--- config.mk ---
export PLATFORM = sky130hd
export DESIGN_NAME = prescaled_mod_counter
export DESIGN_NICKNAME = d
export VERILOG_FILES = /design/src/rtl/prescaled_mod_counter_pkg.sv /design/src/rtl/prescaled_mod_counter_tick_prescaler.sv /design/src/rtl/prescaled_mod_counter.sv
export SDC_FILE = /design/constraint.sdc
export NUM_CORES = 1
export LEC_CHECK = 0
export BUFFER_PORTS_ARGS = -buffer_cell sky130_fd_sc_hd__buf_2
export CORE_ASPECT_RATIO = 0.5
export CORE_MARGIN = 2
export CORE_UTILIZATION = 50
export DETAILED_ROUTE_END_ITERATION = 8
export GPL_TIMING_DRIVEN = 0
export PLACE_DENSITY = 0.79
export SLEW_MARGIN = 25
export SYNTH_ARGS = -nofsm -noshare
export SYNTH_HDL_FRONTEND = slang
export SYNTH_SLANG_ARGS = --single-unit
--- constraint.sdc ---
create_clock -name clk -period 3.05 [get_ports clk]
set_input_delay 0.1525 -clock clk [delete_from_list [all_inputs] [get_ports clk]]
set_output_delay 0.1525 -clock clk [all_outputs]
set_load 0.1 [all_outputs]
--- src/rtl/prescaled_mod_counter_pkg.sv ---
// ============================================================================
// Module  : prescaled_mod_counter_pkg
// Brief   : Shared mode and reset-value constants for prescaled_mod_counter.
// Revision: 1.0 - initial release
// ============================================================================
`default_nettype none

package prescaled_mod_counter_pkg;

  // Direction select (increment input)
  localparam logic COUNT_DOWN    = 1'b0;
  localparam logic COUNT_UP      = 1'b1;

  // Terminal behaviour select (saturate input)
  localparam logic MODE_WRAP     = 1'b0;
  localparam logic MODE_SATURATE = 1'b1;

  // Reset values of the registered state
  localparam logic RST_TC        = 1'b0;
  localparam logic RST_AT_ZERO   = 1'b1;

  // Combined {increment, saturate} selector used by the next-count case
  typedef enum logic [1:0] {
    SEL_DOWN_WRAP = {COUNT_DOWN, MODE_WRAP},
    SEL_DOWN_SAT  = {COUNT_DOWN, MODE_SATURATE},
    SEL_UP_WRAP   = {COUNT_UP,   MODE_WRAP},
    SEL_UP_SAT    = {COUNT_UP,   MODE_SATURATE}
  } count_sel_t;

endpackage

`default_nettype wire

--- src/rtl/prescaled_mod_counter_tick_prescaler.sv ---
// ============================================================================
// Module  : tick_prescaler
// Brief   : Divides enabled cycles by prescale+1 and emits a one-cycle tick.
// Revision: 1.0 - initial release
// ============================================================================
`default_nettype none

module tick_prescaler #(
  parameter int PRESCALE_WIDTH = 4
) (
  input  logic                      clk,
  input  logic                      rst,
  input  logic                      enable,
  input  logic                      clear,
  input  logic [PRESCALE_WIDTH-1:0] prescale,
  output logic                      tick
);

  logic [PRESCALE_WIDTH-1:0] r_pre;
  logic                      w_terminal;

  // >= rather than == so a prescale reduced below the current phase still ticks
  assign w_terminal = (r_pre >= prescale);
  assign tick       = enable & w_terminal;

  always_ff @(posedge clk or negedge rst) begin
    if (!rst) begin
      r_pre <= '0;
    end else if (enable) begin
      if (clear || w_terminal) begin
        r_pre <= '0;
      end else begin
        r_pre <= r_pre + 1'b1;
      end
    end
  end

endmodule

`default_nettype wire

--- src/rtl/prescaled_mod_counter.sv ---
// ============================================================================
// Module  : prescaled_mod_counter
// Brief   : Up/down counter with programmable modulus, prescaler, wrap or
//           saturate terminal behaviour, synchronous load and tc pulse.
// Revision: 1.0 - initial release
// ============================================================================
`default_nettype none

module prescaled_mod_counter
  import prescaled_mod_counter_pkg::*;
#(
  parameter int WIDTH          = 8,
  parameter int PRESCALE_WIDTH = 4
) (
  input  logic                      clk,
  input  logic                      rst,
  input  logic                      enable,
  input  logic                      load,
  input  logic [WIDTH-1:0]          D,
  input  logic                      increment,
  input  logic                      saturate,
  input  logic [WIDTH-1:0]          modulus,
  input  logic [PRESCALE_WIDTH-1:0] prescale,
  output logic [WIDTH-1:0]          Q,
  output logic                      tc,
  output logic                      at_zero,
  output logic                      at_max
);

  logic [WIDTH-1:0] r_q;
  logic             r_tc;
  logic             w_tick;
  logic [WIDTH-1:0] w_q_next;
  logic             w_tc_next;
  logic             w_is_zero;
  logic             w_above_max;
  logic             w_at_or_above_max;
  count_sel_t       w_sel;

  tick_prescaler #(
    .PRESCALE_WIDTH (PRESCALE_WIDTH)
  ) u_tick_prescaler (
    .clk      (clk),
    .rst      (rst),
    .enable   (enable),
    .clear    (load),
    .prescale (prescale),
    .tick     (w_tick)
  );

  assign w_is_zero         = (r_q == '0);
  assign w_above_max       = (r_q > modulus);
  assign w_at_or_above_max = (r_q >= modulus);
  assign w_sel             = count_sel_t'({increment, saturate});

  // Count applied on a tick; terminal checks keep Q inside 0..modulus
  always_comb begin
    w_q_next  = r_q;
    w_tc_next = 1'b0;
    case (w_sel)
      SEL_UP_WRAP: begin
        if (w_at_or_above_max) begin
          w_q_next  = '0;
          w_tc_next = 1'b1;
        end else begin
          w_q_next  = r_q + 1'b1;
        end
      end
      SEL_UP_SAT: begin
        if (w_at_or_above_max) begin
          w_q_next  = modulus;
          w_tc_next = 1'b1;
        end else begin
          w_q_next  = r_q + 1'b1;
        end
      end
      SEL_DOWN_WRAP: begin
        if (w_is_zero) begin
          w_q_next  = modulus;
          w_tc_next = 1'b1;
        end else if (w_above_max) begin
          w_q_next  = modulus;
        end else begin
          w_q_next  = r_q - 1'b1;
        end
      end
      SEL_DOWN_SAT: begin
        if (w_is_zero) begin
          w_q_next  = '0;
          w_tc_next = 1'b1;
        end else if (w_above_max) begin
          w_q_next  = modulus;
        end else begin
          w_q_next  = r_q - 1'b1;
        end
      end
      default: begin
        w_q_next  = r_q;
        w_tc_next = 1'b0;
      end
    endcase
  end

  always_ff @(posedge clk or negedge rst) begin
    if (!rst) begin
      r_q  <= '0;
      r_tc <= RST_TC;
    end else if (enable) begin
      if (load) begin
        r_q  <= D;
        r_tc <= 1'b0;
      end else if (w_tick) begin
        r_q  <= w_q_next;
        r_tc <= w_tc_next;
      end else begin
        r_tc <= 1'b0;
      end
    end else begin
      r_tc <= 1'b0;
    end
  end

  assign Q       = r_q;
  assign tc      = r_tc;
  assign at_zero = w_is_zero ? RST_AT_ZERO : ~RST_AT_ZERO;
  assign at_max  = (r_q == modulus);

endmodule

`default_nettype wire

## Word-level counts from Yosys, hierarchy flattened

Index checks and enable logic that the tools add are counted.

- Reductions and logical operators: 7
- Equality and inequality tests: 4
- Mux-type cells: 15
- $add $sub $neg: 3
- $lt $le $gt $ge: 3
- Bitwise logic cells: 1

Operators with widths:

| kind | number |
|---|---|
| $mux 8 | 7 |
| $pmux 8 s4 | 1 |
| $add 8x1->8 const B | 1 |
| $eq 8x8->1 | 1 |
| $ge 8x8->1 | 1 |
| $gt 8x8->1 | 1 |
| $logic_not 8->1 | 1 |
| $sub 8x1->8 const B | 1 |
| $mux 1 | 5 |
| $add 4x1->4 const B | 1 |
| $eq 2x2->1 const B | 2 |
| $ge 4x4->1 | 1 |
| $mux 4 | 1 |
| $reduce_or 2->1 | 2 |
| $eq 2x1->1 const B | 1 |
| $logic_not 2->1 | 1 |
| $pmux 1 s2 | 1 |
| $reduce_and 2->1 | 1 |
| $reduce_bool 2->1 | 1 |
| $and 1x1->1 | 1 |
| $logic_or 1x1->1 | 1 |

- Logic and storage cells: 36
- Flip-flop bits (word level): 13
- Output and inout port bits: 11
- Bits of input ports: 26

## Longest topological paths before layout

- Depth in word-level cells: 6
- Mapped depth: 9
- Depth with buffers taken out: 8

## Modules after synthesis

Synthesis repeated with hierarchy kept, for this count alone.

- Cells, all modules: 186
- Area, all modules: 1559.0 um^2

Modules (own cells, without submodules):

| module | sequential area each (um^2) | area each (um^2) | instances | cells each |
|---|---|---|---|---|
| prescaled_mod_counter | 225.2 | 1239.9 | 1 | 153 |
| tick_prescaler | 100.1 | 319.1 | 1 | 33 |

## Worst setup path after synthesis

No wires, ideal clock.

- Path kind: register to register
- Start: register r_q[0], in the netlist Q[0]
- End: register r_q[2], in the netlist Q[2]
- Data arrival time: 4006 ps
- Buffers on the path: 0
- Setup slack: -1052 ps
- Cell stages (with the launch flop): 9
- Data required time: 2954 ps
- Library setup time: 96 ps
- Clock period less this slack: 4102 ps
- Cells stage by stage: dfrtp_1 > inv_1 > ha_1 > nand4_1 > nor2_1 > nor2_1 > nor3_1 > a221oi_1 > o31ai_1

- Longest elaborated chain between the ends: 6
- Elaborated cells on any way between the ends: 13
- Classes of those cells: 2 x add/sub; 2 x order compare; 8 x mux; 1 x reduce/logical

Ends and longest elaborated chain:

| what | line | source |
|---|---|---|
| start, declared | prescaled_mod_counter.sv:30 | `logic [WIDTH-1:0] r_q;` |
| start signal, assigned | prescaled_mod_counter.sv:113 | `r_q <= w_q_next;` |
| $sub 8x1->8 or $gt 8x8->1 (tied branches) | prescaled_mod_counter.sv:84, prescaled_mod_counter.sv:94, prescaled_mod_counter.sv:52 |  |
| $mux 8 | prescaled_mod_counter.sv:81, prescaled_mod_counter.sv:91 |  |
| $mux 8, on equally long branches | prescaled_mod_counter.sv:88, prescaled_mod_counter.sv:78 |  |
| $pmux 8 s4 (*) | prescaled_mod_counter.sv:60 | `case (w_sel)` |
| $mux 8 (*) | prescaled_mod_counter.sv:112 | `end else if (w_tick) begin` |
| $mux 8 (*) | prescaled_mod_counter.sv:109 | `if (load) begin` |

Mark *: on every way between the ends. The rest lies on a longest branch, timed or not. The select of a mux whose other input is x is not followed.
A chain may end at the register's enable or synchronous reset.

## Worst setup path after layout

- Start: register r_q[5], in the netlist Q[5]
- End: register r_q[3], in the netlist Q[3]

- Longest elaborated chain between the ends: 6
- Elaborated cells on any way between the ends: 11
- Classes of those cells: 2 x order compare; 8 x mux; 1 x reduce/logical

Ends and longest elaborated chain:

| what | line | source |
|---|---|---|
| $gt 8x8->1 | prescaled_mod_counter.sv:52 | `assign w_above_max = (r_q > modulus);` |
| $mux 8 | prescaled_mod_counter.sv:81, prescaled_mod_counter.sv:91 |  |
| $mux 8, on equally long branches | prescaled_mod_counter.sv:88, prescaled_mod_counter.sv:78 |  |
| $pmux 8 s4 (*) | prescaled_mod_counter.sv:60 |  |
| $mux 8 (*) | prescaled_mod_counter.sv:112 |  |
| $mux 8 (*) | prescaled_mod_counter.sv:109 |  |

Marks and branches as above.

==> run summary <==
Slew @ Worst Pin: 0.811 ns
RR Startpoint: Q[5]
Hold Crit Class: in2reg
Slowest-stage cell, CP: nor3_1
Overflow after GRT: 0
Wire per inst: 16.1 µm
DRC viols: 0
Pin count of the biggest net entering global routing: 14
Switching pwr: 0.000533 W
IR drop worst, VDD: 0.374 mV
Drt total wl: 4330 µm
First-pass GRT wire length: 7160 µm
Row count: 14
Share of cells above drive strength 1: 27.5%
Tcrit/Tclk final: 86.0%
Total clock sinks: 13
Delay-heaviest family, CP: compound AO/OA/AOI/OAI gates
Antenna violations before repair: 0
Antenna-violating nets left: 0
Skew final: 0.000853 ns
Footprint of the multi-input gates: 0.00109 mm²
Drt initial violations: 100
Dpl ws: 0.469 ns
Width of the die: 82.1 µm
FF/Latch Area: 340 µm²
Starting Density: 51.5%
Setup TNS: 0 ns
Worst path max stage delay: 0.68 ns
CP Class: reg2reg
Asr flop ratio synth: 100%
Syn_nets: 233
Top FF cell, synth: dfrtp_1
Final min period: 2.62 ns
Clock Latency Late Sink: 0.24 ns
Area of the mapped netlist: 0.00152 mm²
Crit path launch type: flop
Worst Hold Depth: 3
Sw frac: 51.9%
Gpl congestion: 0.871
Critical path data required time: 3.19 ns
Die area: 0.00353 mm²
Longest Clk Path Bufs: 2
Final setup viols: 0
PortBufs: 33
RSZ-0062 raised after global routing: false
Pint: 0.000494 W
Sequential share of power: 25.1%
PD cells: 557 mW/mm²
Layout Nets: 272
Fmax: 381 MHz
CTS tree: done
Final max-slew violation count: 0
Crit path buffers/inverters: 1
Seq/Total Area, Yosys: 21.3%
Crit path DAT: 2.77 ns
Post-synth EDFFs: 0
WHS Endpoint: Q[2]
CTS H-tree lvls: 1
Clock network fraction of design power: 15.3%
Comb pwr share: 59.6%
Drt first pass iters: 4
Worst hold start: D[2]
Critical Path Sink Type: flop
Synth cell types: 46
R2r endpoint: Q[3]
Post-DP HPWL: 3350 µm
TritonCTS Buffers: 3
Maxcap violations: 0
Status: finished clean
Ant. Diodes: 0
Final worst slack: 0.427 ns
CTS clk-pin slew, worst paths: 0.06 ns
Via Count: 1638
Area delta synth->final: 20.9%
Leak Pwr: 0.854 nW
Clock root buffer: clkbuf_8
Syn avg cell area: 7.98 µm²
Fillers: 281
Ys Warns: 0
Global Route Usage Sum: 27.0%
DR vias/cell: 6.09
Io pins: 37
Flop-to-flop setup slack: 0.43 ns
FF-to-FF path depth: 8
Core ar.: 0.00296 mm²
Final hold vios: 0
Die Height: 43.0 µm
Seq cells post-synth: 13
Post-Syn Instances: 191
Overall power: 0.00103 W
Layout Utilization: 62.2%
Vias in the first global route: 1497
Worst Path Max Fanout: 9
Slew Limit Headroom: 45.5%
CP Cell Sequence: ha_1 -> a21oi_1 -> o21a_1 -> buf_4 -> nor2_1 -> nor3_1 -> a221oi_2 -> o31ai_1
[logic make-up after synthesis]
logic type	Yosys count	synth area share [%]
compound gates	62	28.9
xor+xnor	10	5.75
buf+inv	27	9.28
mux	2	1.31
flops	13	21.3
fa+ha+maj	16	13.1
simple gates	61	20.3
[cell usage after synthesis (all sizes together) (6+ instances only)]
| library cell | count | area share (%) |
|---|---|---|
| o31ai | 7 | 3.4 |
| dfrtp | 13 | 21 |
| ha | 16 | 13 |
| nand2 | 19 | 4.7 |
| inv | 18 | 4.4 |
| nor2 | 12 | 3.1 |
| xnor2 | 6 | 3.4 |
| a211oi | 6 | 3.0 |
| nand3 | 14 | 4.6 |
| a21oi | 14 | 4.6 |
| o21ai | 8 | 2.6 |
[power groups by stage]
stage	logic (W)	registers (W)	clock network, W
after floorplan	0.000334	0.000391	0
after global placement	0.000591	0.000257	0
after detailed placement	0.000602	0.000258	0
after CTS	0.000608	0.000256	0.000156
after global routing	0.000661	0.000262	0.000165
final	0.000612	0.000258	0.000157
[through the flow]
step                      hold WS [ns]  instances  instance area (µm²)
final                            0.164        269                 1840
after global routing             0.198        269                 1840
after floorplan                 -0.143        191                 1570
after CTS                        0.162        269                 1840
after global placement          0.0540        264                 1790
after detailed placement        0.0555        264                 1790
[area by class of cell]
class / count / area share, %
clock buffers: 4 / 2.45
multi-input cells: 151 / 59.2
inverters: 18 / 3.67
well taps: 40 / 2.72
flip-flops and latches: 13 / 18.5
plain buffers: 9 / 4.01
repair buffers: 34 / 9.51
[flip-flops by register name, summed over array words and instances (netlist names)]
register / count
u_tick_prescaler.r_pre: 4
tc: 1
Q: 8
[timing repair]
item | CTS | global route
resized for setup | 0 | 0
buffers inserted | 0 | 0
hold buffers | 1 | 0
hold endpoints to repair | 13 | 0
[worst max-delay path by stage]
stage,from,end,depth (start not counted)
floorplan,Q[2],Q[7],7
global placement,Q[5],Q[3],8
detailed placement,Q[5],Q[2],8
CTS,Q[5],Q[3],8
global route,Q[1],Q[7],7
finish,Q[5],Q[3],8
[per-layer routing]
layer,vias to the layer above,track usage [%],share of wire [%]
li1,790,-,-
met1,764,40.6,47
met2,78,41.1,44
met3,6,2.98,9.0
met4,0,6.67,0.90
met5,-,0,0
[cells in the final DEF, fill, tap and decap left out, drive strengths merged, types with 2 or more instances in the layout]
cell / instances
a21oi: 14
xnor2: 6
o211ai: 3
nand3: 14
o21ai: 8
nor3: 4
xor2: 4
a221oi: 5
o31ai: 7
a21o: 2
clkbuf: 7
nor2: 12
ha: 16
dfrtp: 13
and3: 3
nand4: 3
a31o: 2
nand2: 19
a32oi: 5
buf: 38
mux2i: 2
a211oi: 6
inv: 18
a31oi: 4
[worst register-to-register path, stage by stage (launching register included)]
cell and delay [ns]:
dfrtp_4 0.53, ha_1 0.34, a21oi_1 0.25, o21a_1 0.14
buf_4 0.16, nor2_1 0.06, nor3_1 0.68, a221oi_2 0.12
o31ai_1 0.25
Note: power is estimated with default switching activity, not from simulation.
